**config.mk**
```make
export PLATFORM = sky130hd
export DESIGN_NAME = cache_ctrl_plru
export DESIGN_NICKNAME = d
export VERILOG_FILES = /design/src/rtl/cache_ctrl_plru.sv
export SDC_FILE = /design/constraint.sdc
export NUM_CORES = 1
export LEC_CHECK = 0
export BUFFER_PORTS_ARGS = -buffer_cell sky130_fd_sc_hd__clkbuf_2
export CAP_MARGIN = 40
export CORE_MARGIN = 4
export CORE_UTILIZATION = 40
export CTS_BUF_LIST = sky130_fd_sc_hd__clkbuf_4 sky130_fd_sc_hd__clkbuf_8
export DETAILED_ROUTE_END_ITERATION = 8
export SYNTH_ARGS = -nofsm -noshare
export SYNTH_HDL_FRONTEND = slang
export SYNTH_SLANG_ARGS = --single-unit
```
**constraint.sdc**
```tcl
create_clock -name clk -period 4.2 [get_ports clk]
set_clock_uncertainty 0.1 [all_clocks]
set_input_delay 0.63 -clock clk [delete_from_list [all_inputs] [get_ports clk]]
set_output_delay 0.63 -clock clk [all_outputs]
set_load 0.05 [all_outputs]
```
**src/rtl/cache_ctrl_plru.sv**
```systemverilog
// Set-associative cache controller: tag/valid/dirty state, hit detection, writeback/fill sequencing and PLRU strobes.
// Optional macro CACHE_INVALID_FIRST_EN: a miss picks the lowest invalid way before falling back to plru_lru.
module cache_ctrl_plru #(
    parameter int ways_bits = 2,
    parameter int s_index   = 3,
    parameter int s_offset  = 5
) (
    input  logic                 clk,
    input  logic                 rst,
    input  logic                 cpu_read,
    input  logic                 cpu_write,
    input  logic [31:0]          cpu_address,
    output logic                 cpu_resp,
    output logic                 mem_read,
    output logic                 mem_write,
    output logic [31:0]          mem_address,
    input  logic                 mem_resp,
    output logic [s_index-1:0]   plru_set,
    output logic                 plru_load,
    output logic [ways_bits-1:0] plru_access,
    input  logic [ways_bits-1:0] plru_lru,
    output logic [s_index-1:0]   data_set,
    output logic [ways_bits-1:0] data_way,
    output logic                 data_we,
    output logic                 fill_we
);
    localparam int WAYS  = 1 << ways_bits;
    localparam int SETS  = 1 << s_index;
    localparam int TAG_W = 32 - s_index - s_offset;

    typedef enum logic [1:0] {IDLE, COMPARE, WRITEBACK, FILL} state_t;

    state_t                r_state;
    state_t                w_next;
    logic [31-s_offset:0]  r_line;
    logic                  r_write;
    logic [ways_bits-1:0]  r_victim;
    logic [TAG_W-1:0]      r_tag   [SETS][WAYS];
    logic [WAYS-1:0]       r_valid [SETS];
    logic [WAYS-1:0]       r_dirty [SETS];

    logic [s_index-1:0]    w_index;
    logic [TAG_W-1:0]      w_reqTag;
    logic                  w_hit;
    logic [ways_bits-1:0]  w_hitWay;
    logic [ways_bits-1:0]  w_victim;
    logic                  w_unusedOffset;

    // Only the line address is latched; byte offset bits never reach the controller state.
    assign w_index        = r_line[s_index-1:0];
    assign w_reqTag       = r_line[31-s_offset -: TAG_W];
    assign w_unusedOffset = ^cpu_address[s_offset-1:0];
    assign plru_set       = (r_state == IDLE) ? cpu_address[s_offset +: s_index] : w_index;
    assign data_set       = plru_set;

    always_comb begin
        w_hit    = 1'b0;
        w_hitWay = '0;
        for (int w = 0; w < WAYS; w++) begin
            if (r_valid[w_index][w] && (r_tag[w_index][w] == w_reqTag)) begin
                w_hit    = 1'b1;
                w_hitWay = ways_bits'(w);
            end
        end
    end

`ifdef CACHE_INVALID_FIRST_EN
    // Descending scan so the lowest-numbered invalid way wins.
    always_comb begin
        w_victim = plru_lru;
        for (int w = WAYS - 1; w >= 0; w--) begin
            if (!r_valid[w_index][w]) begin
                w_victim = ways_bits'(w);
            end
        end
    end
`else
    always_comb begin
        w_victim = plru_lru;
    end
`endif

    always_comb begin
        w_next      = r_state;
        cpu_resp    = 1'b0;
        mem_read    = 1'b0;
        mem_write   = 1'b0;
        mem_address = '0;
        plru_load   = 1'b0;
        plru_access = '0;
        data_way    = '0;
        data_we     = 1'b0;
        fill_we     = 1'b0;
        case (r_state)
            IDLE: begin
                if (cpu_read || cpu_write) begin
                    w_next = COMPARE;
                end
            end
            COMPARE: begin
                if (w_hit) begin
                    cpu_resp    = 1'b1;
                    plru_load   = 1'b1;
                    plru_access = w_hitWay;
                    data_way    = w_hitWay;
                    data_we     = r_write;
                    w_next      = IDLE;
                end else if (r_valid[w_index][w_victim] && r_dirty[w_index][w_victim]) begin
                    w_next = WRITEBACK;
                end else begin
                    w_next = FILL;
                end
            end
            WRITEBACK: begin
                mem_write   = 1'b1;
                mem_address = {r_tag[w_index][r_victim], w_index, {s_offset{1'b0}}};
                data_way    = r_victim;
                if (mem_resp) begin
                    w_next = FILL;
                end
            end
            FILL: begin
                mem_read    = 1'b1;
                mem_address = {r_line, {s_offset{1'b0}}};
                data_way    = r_victim;
                if (mem_resp) begin
                    fill_we = 1'b1;
                    w_next  = COMPARE;
                end
            end
            default: w_next = IDLE;
        endcase
    end

    always_ff @(posedge clk) begin
        if (rst) begin
            r_state  <= IDLE;
            r_line   <= '0;
            r_write  <= 1'b0;
            r_victim <= '0;
            for (int s = 0; s < SETS; s++) begin
                r_valid[s] <= '0;
                r_dirty[s] <= '0;
            end
        end else begin
            r_state <= w_next;
            case (r_state)
                IDLE: begin
                    if (cpu_read || cpu_write) begin
                        r_line  <= cpu_address[31:s_offset];
                        r_write <= cpu_write;
                    end
                end
                COMPARE: begin
                    if (w_hit) begin
                        if (r_write) begin
                            r_dirty[w_index][w_hitWay] <= 1'b1;
                        end
                    end else begin
                        r_victim <= w_victim;
                    end
                end
                WRITEBACK: begin
                    if (mem_resp) begin
                        r_dirty[w_index][r_victim] <= 1'b0;
                    end
                end
                FILL: begin
                    if (mem_resp) begin
                        r_valid[w_index][r_victim] <= 1'b1;
                        r_dirty[w_index][r_victim] <= 1'b0;
                    end
                end
                default: ;
            endcase
        end
    end

    // Tags are deliberately left out of reset; valid bits alone gate hits.
    always_ff @(posedge clk) begin
        if (!rst && (r_state == FILL) && mem_resp) begin
            r_tag[w_index][r_victim] <= w_reqTag;
        end
    end

endmodule
```
# [Word level (Yosys, flattened, before mapping)]
# Memory sizes are Yosys's and may differ from the RTL's. A register that Yosys moved wholly into a read port is not among the register bits.
# Index checks and enable logic that the tools add are counted.
[word_totals] ff_bits=32 latchBits=0 ram_bits=832 rom_bits=0 inputBits=39 mem_count=3
[mem_list] name="r_tag" depth=8 width=96 rd=1 rd_ports_with_merged_regs=1 wr=1 line="38" text="logic [TAG_W-1:0] r_tag [SETS][WAYS];"
[mem_list] name="r_dirty" depth=8 width=4 rd=1 rd_ports_with_merged_regs=1 wr=8 line="40" text="logic [WAYS-1:0] r_dirty [SETS];"
[mem_list] name="r_valid" depth=8 width=4 rd=1 rd_ports_with_merged_regs=1 wr=8 line="39" text="logic [WAYS-1:0] r_valid [SETS];"
[classes] n_addsub=0 multipliers=0 div_mod_pow=0 order_cmp=7 n_eq_ne=10 shifts=0 n_mux=73 bitwise=10 reduce_logical=19
[ops] operator="equality test 24 bit" n=4
[ops] operator="2-to-1 mux 96 bit" n=1
[ops] operator="2-to-1 mux 24 bit" n=3
[ops] operator="case mux 32 bit (2 select lines)" n=1
[ops] operator="binary-select mux 24 bit (select 2 bit)" n=1
[ops] operator="demux 24 bit (select 2 bit)" n=1
[ops] operator="2-to-1 mux 1 bit" n=36
[ops] operator="2-to-1 mux 4 bit" n=7
[ops] operator="2-to-1 mux 3 bit" n=9
[ops] operator="2-to-1 mux 2 bit" n=8
[ops] operator="logical AND 1 bit" n=10
[ops] operator="less-than comparator 2 x 3 -> 1 bit, second input constant" n=3
[ops] operator="OR 1 bit" n=8
[ops] operator="case mux 2 bit (4 select lines)" n=1
[ops] operator="OR reduction 4 bit" n=2
[ops] operator="binary-select mux 1 bit (select 2 bit)" n=2
[ops] operator="demux 1 bit (select 2 bit)" n=2
[ops] operator="equality test 2 bit, second input constant" n=2
[ops] operator="greater-or-equal comparator 2 x 1 -> 1 bit, second input constant" n=2
[ops] operator="inequality test 2 bit, second input constant" n=2
[ops] operator="case mux 2 bit (2 select lines)" n=1
[ops] operator="AND reduction 2 bit" n=2
[ops] operator="greater-or-equal comparator 3 bit, second input constant" n=1
[ops] operator="less-than comparator 3 x 1 -> 1 bit, second input constant" n=1
[ops] operator="other kinds (9)" n=9

# [Longest topological paths before layout]
[logic_depth] depth_word=14 ltp_mapped=16 mapped_depth_nobuf=9

# [Worst setup path after synthesis]
# No wires, ideal clock.
[synth_path] path_type="register -> output" start="register (tool-made name)" end="output plru_load" arrival_time_ns=4.511 t_required_ns=3.470 path_slack_ns=-1.041 stages_incl_launch_ff=14 cell_sequence="dfxtp_1 buf_6 buf_6 buf_4 buf_2 mux2_2 xor2_1 nor4_1 nand4_1 or4_4 nor4_4 nor2_1 a21boi_0 buf_4"
[synth_rtl] item="to (decl)" line="19" text="output logic plru_load,"

==> results.md <==
- The flow ran to the end, but the final reports show violations.
- The checks that failed: setup timing.
- Global routing consumed, over all layers together, approximately 22% of the routing resources.
- The cell at the root of the clock tree is sky130_fd_sc_hd__clkbuf_8.
- The Yosys step of the flow raised 0 warnings.
- In this run the tightest slew margin relative to its limit is 37.9%.
- Along the worst path, the maximum fanout reaches 6.
- The synthesized instance count is 2129.
- The number of hold violations in the final report is 0.
- The fraction of power consumed by the clock network is 31.7%.
- Once layout is complete, the cells apart from fillers number 3891.
- The count of H-tree levels built during CTS is 4.
- In this run the horizontal extent of the chip is a little over 300 µm.
- The number of max-capacitance violations reported is 0.
- The first-pass GRT wire length is 151000 µm.
- The path class of the tightest hold or removal check is input port to flop.
- Clock tree synthesis inserted a total of 142 buffers.
- Adding up every negative setup slack in the final design gives -4.97 ns.
- The number of failing setup endpoints in the final timing report is 10.
- The internal power is between 15 and 20 mW.
- Hold timing on the final database bottoms out at a slack of 0.0719 ns.
- For the worst setup path, the data arrival time is 4.17 ns.
- The worst reg-to-reg path cell count is 14.
- The initial core utilization is 40.4%.
- The starting DRC count in detailed routing is roughly 2.4k.
- The total overflow left after global routing is 0.
- The clock passes through at most 3 buffers.
- The transition at the pin with the smallest max-transition slack is 0.930 ns.
- The critical path is of the flop to output port type.
- The count of buffers added on input and output ports is 76.
- The number of flip-flops and latches in the synthesized netlist is ~870.
- After synthesis, the mean cell area works out to ~17 µm².
- The sequential-to-total area share from yosys stat is a little over two thirds.
- The proportion of layout cells with a drive suffix above 1 is 39.2%.
- Across all setup checks in the final design, the least slack found is -0.702 ns.
- Prior to clock tree synthesis, the placed netlist has a worst setup slack of -0.307 ns.
- Wires add up to 107000 µm.
- The number of cells on the worst hold path is 3.
- The net count reported at finish is roughly 2.7k.
- The flip-flop cell with the highest count after synthesis is sky130_fd_sc_hd__edfxtp_1.
- Cells fill 50.5% of the core in the end.
- The switching fraction of total power is 28.8%.
- The number of slew-limit violations in the final report is 0.
- The design area is 44800 µm².
- Yosys attributes the largest share of cell area to sky130_fd_sc_hd__edfxtp_1, sky130_fd_sc_hd__mux4_2, sky130_fd_sc_hd__mux2i_1, sky130_fd_sc_hd__dfxtp_1, sky130_fd_sc_hd__mux2_2.
- The filler cells instantiated in the layout total 7289.
- The most frequent standard cell in the layout excluding fill and tap cells is sky130_fd_sc_hd__edfxtp_1.
- The number of global-route vias before repair is 21.8k.
- The ratio of routed vias to standard cells is 5.66.
- The kind of capture point of the worst setup path is an output port.
- The die covers 94600 µm².
- The later-pin clock latency in the skew report is 0.79 ns.
- The upper clock frequency limit is 0.204 GHz.
- The pin count of the biggest net entering global routing is 60.
- In the layout the commonest cells are sky130_fd_sc_hd__edfxtp_1, sky130_fd_sc_hd__buf_4, sky130_fd_sc_hd__clkbuf_8.
- The pre-antenna-repair detailed-routing pass consisted of 6 iterations.
- After detailed routing, the average wire length per cell comes to 27.4 µm.
- The reported leakage power is 15.7 nW.
- The combinational share of power is 24.2%.
- In this run the vertical extent of the chip is roughly 300 µm.
- The detailed-placement wirelength estimate is roughly 66000 µm.
- The proportion of netlist area held by the largest area contributor is 66.9%.
- Once placement finished, the instance area stood at 40200 µm².
- The number of I/O pins is 87.
- The clock sink count is between 800 and 900.
- The total number of placement rows is 109.
- The core area is 88800 µm².
- The fraction of registers with async set or reset after synthesis is 0%.
- Overall power consumption after layout is estimated at 22.7 mW.
- The library cell occupying the most area in the post-synthesis netlist is sky130_fd_sc_hd__edfxtp_1.
- Compared with the post-synthesis result, the final layout area differs by 24.8%.
- The switching power total is 6.54 mW.
- After clock tree synthesis, the clock-pin slew on the worst setup and hold paths is 0.07 ns.
- The initial antenna violation count is 2.
- The maximum vdd drop is 0.000309 V.
- Of the available clock period, the critical path in the final layout requires 117%.
- The TritonCTS clock tree is yes.
- The detailed-route DRC error count is 0.
- Yosys mapped a number of flops with a built-in enable equal to 800.
- The required time of the critical path is 3.47 ns.
- The routability congestion estimate is 0.912.
- The final critical-path required period is 4.90 ns.
- In this run, flip-flops and latches consume 44.1% of the power.
- The total via count in the routed design is approximately 22k.
- In this run the cell area of the synthesized design comes to 35900 µm².
- Setup repair after global routing could not meet its margin everywhere.
- In this run the power density over the cells is ~510 nW/µm².
- The count of placed standard cells including taps is 3567.
- The number of nets with antenna violations after routing is 0.
- After synthesis, the netlist uses 68 different library cells.
- STA classifies the critical path startpoint as a flop.
-- cell type report --
cell class / instances / area, µm² / area share, %
diodes: 1 / 2.50 / 0.00559
clock buffers: 200 / 2460 / 5.49
clock inverters: 45 / 295 / 0.659
inverters: 15 / 58.8 / 0.131
multi-input cells: 1105 / 10600 / 23.6
flip-flops and latches: 867 / 25400 / 56.6
well taps: 1165 / 1460 / 3.25
repair buffers: 493 / 4600 / 10.3
-- registers in the layout, summed over array words and instances (netlist names), named ones only --
| register | flops |
|---|---|
| r_write | 1 |
| r_dirty | 32 |
| r_valid | 32 |
| r_state | 2 |
| r_line | 27 |
| r_victim | 2 |
| r_tag | 768 |
-- power groups by stage --
stage          registers [mW]  clock network, mW  logic, mW
4_1_cts                  10.0               7.33       5.15
3_3_place_gp             10.2                  0       4.65
6_report                 10.0               7.20       5.50
3_5_place_dp             10.2                  0       4.72
2_1_floorplan            10.2                  0       2.56
5_1_grt                  10.0               7.78       5.75
-- per-layer routing --
layer | wire length, µm | GRT usage [%] | vias to the layer above
met5 | 0 | 0 | -
met4 | 2420 | 6.04 | 0
met3 | 9220 | 4.81 | 148
met2 | 50100 | 35.6 | 1040
met1 | 44900 | 31.0 | 11440
li1 | - | - | 9378
-- synth_stat cells (7+ instances only) --
library cell and instances:
sky130_fd_sc_hd__edfxtp_1 800, sky130_fd_sc_hd__mux2i_1 144, sky130_fd_sc_hd__nand2_1 128, sky130_fd_sc_hd__mux4_2 127, sky130_fd_sc_hd__nor2_1 120, sky130_fd_sc_hd__mux2_2 87
sky130_fd_sc_hd__clkbuf_1 70, sky130_fd_sc_hd__dfxtp_1 67, sky130_fd_sc_hd__o21ai_0 55, sky130_fd_sc_hd__a21oi_1 49, sky130_fd_sc_hd__o22ai_1 37, sky130_fd_sc_hd__xnor2_1 37
sky130_fd_sc_hd__a21o_1 34, sky130_fd_sc_hd__xor2_1 33, sky130_fd_sc_hd__a22o_1 29, sky130_fd_sc_hd__buf_4 29, sky130_fd_sc_hd__nor3_1 26, sky130_fd_sc_hd__buf_2 24
sky130_fd_sc_hd__or3_1 20, sky130_fd_sc_hd__a22oi_1 19, sky130_fd_sc_hd__buf_6 14, sky130_fd_sc_hd__nand4_1 14, sky130_fd_sc_hd__a221oi_1 12, sky130_fd_sc_hd__and2_1 12
sky130_fd_sc_hd__inv_1 12, sky130_fd_sc_hd__nand3_1 11, sky130_fd_sc_hd__o31ai_1 10, sky130_fd_sc_hd__nor2b_1 9, sky130_fd_sc_hd__and3_1 8, sky130_fd_sc_hd__buf_1 7
sky130_fd_sc_hd__nor4_1 7
-- final timing paths --
path                   start       endpoint  slack (ns)
min          cpu_address[31]     r_line[26]        0.07
min reg2reg    r_valid[2][0]  r_valid[2][0]        0.35
max                     flop    data_way[0]       -0.70
max reg2reg             flop  r_dirty[1][1]        0.12
-- critical path: stages (launching register included) --
cell and delay, ns:
sky130_fd_sc_hd__dfxtp_4 0.44, sky130_fd_sc_hd__buf_12 0.17, sky130_fd_sc_hd__buf_12 0.11, sky130_fd_sc_hd__buf_16 0.13, sky130_fd_sc_hd__buf_12 0.14, sky130_fd_sc_hd__mux4_2 0.49
sky130_fd_sc_hd__nand2_1 0.09, sky130_fd_sc_hd__nand2_2 0.12, sky130_fd_sc_hd__xnor2_1 0.16, sky130_fd_sc_hd__nor4_1 0.27, sky130_fd_sc_hd__nand2_1 0.27, sky130_fd_sc_hd__nor4_4 0.39
sky130_fd_sc_hd__o21ai_2 0.12, sky130_fd_sc_hd__a21oi_2 0.26, sky130_fd_sc_hd__buf_12 0.18
-- what timing repair did --
action | CTS | global route
buffers inserted | 21 | 28
endpoints found under the setup margin | 47 | 35
hold endpoints to repair | 29 | 0
hold buffers | 26 | 0
pin swaps | 24 | 37
gates resized for setup | 119 | 122
cloned | 5 | 3
-- logic make-up after synthesis --
kind of cell,Yosys count,synth area share (%)
other,1,0.0104
buffers and inverters,161,2.45
AND/OR/NAND/NOR,380,4.94
flip-flops,867,70.6
XOR/XNOR,70,1.71
AO/OA/AOI/OAI,288,5.40
multiplexers,358,14.7
adder cells (fa/ha/maj),4,0.139
(Power assumes the default switching activity.)
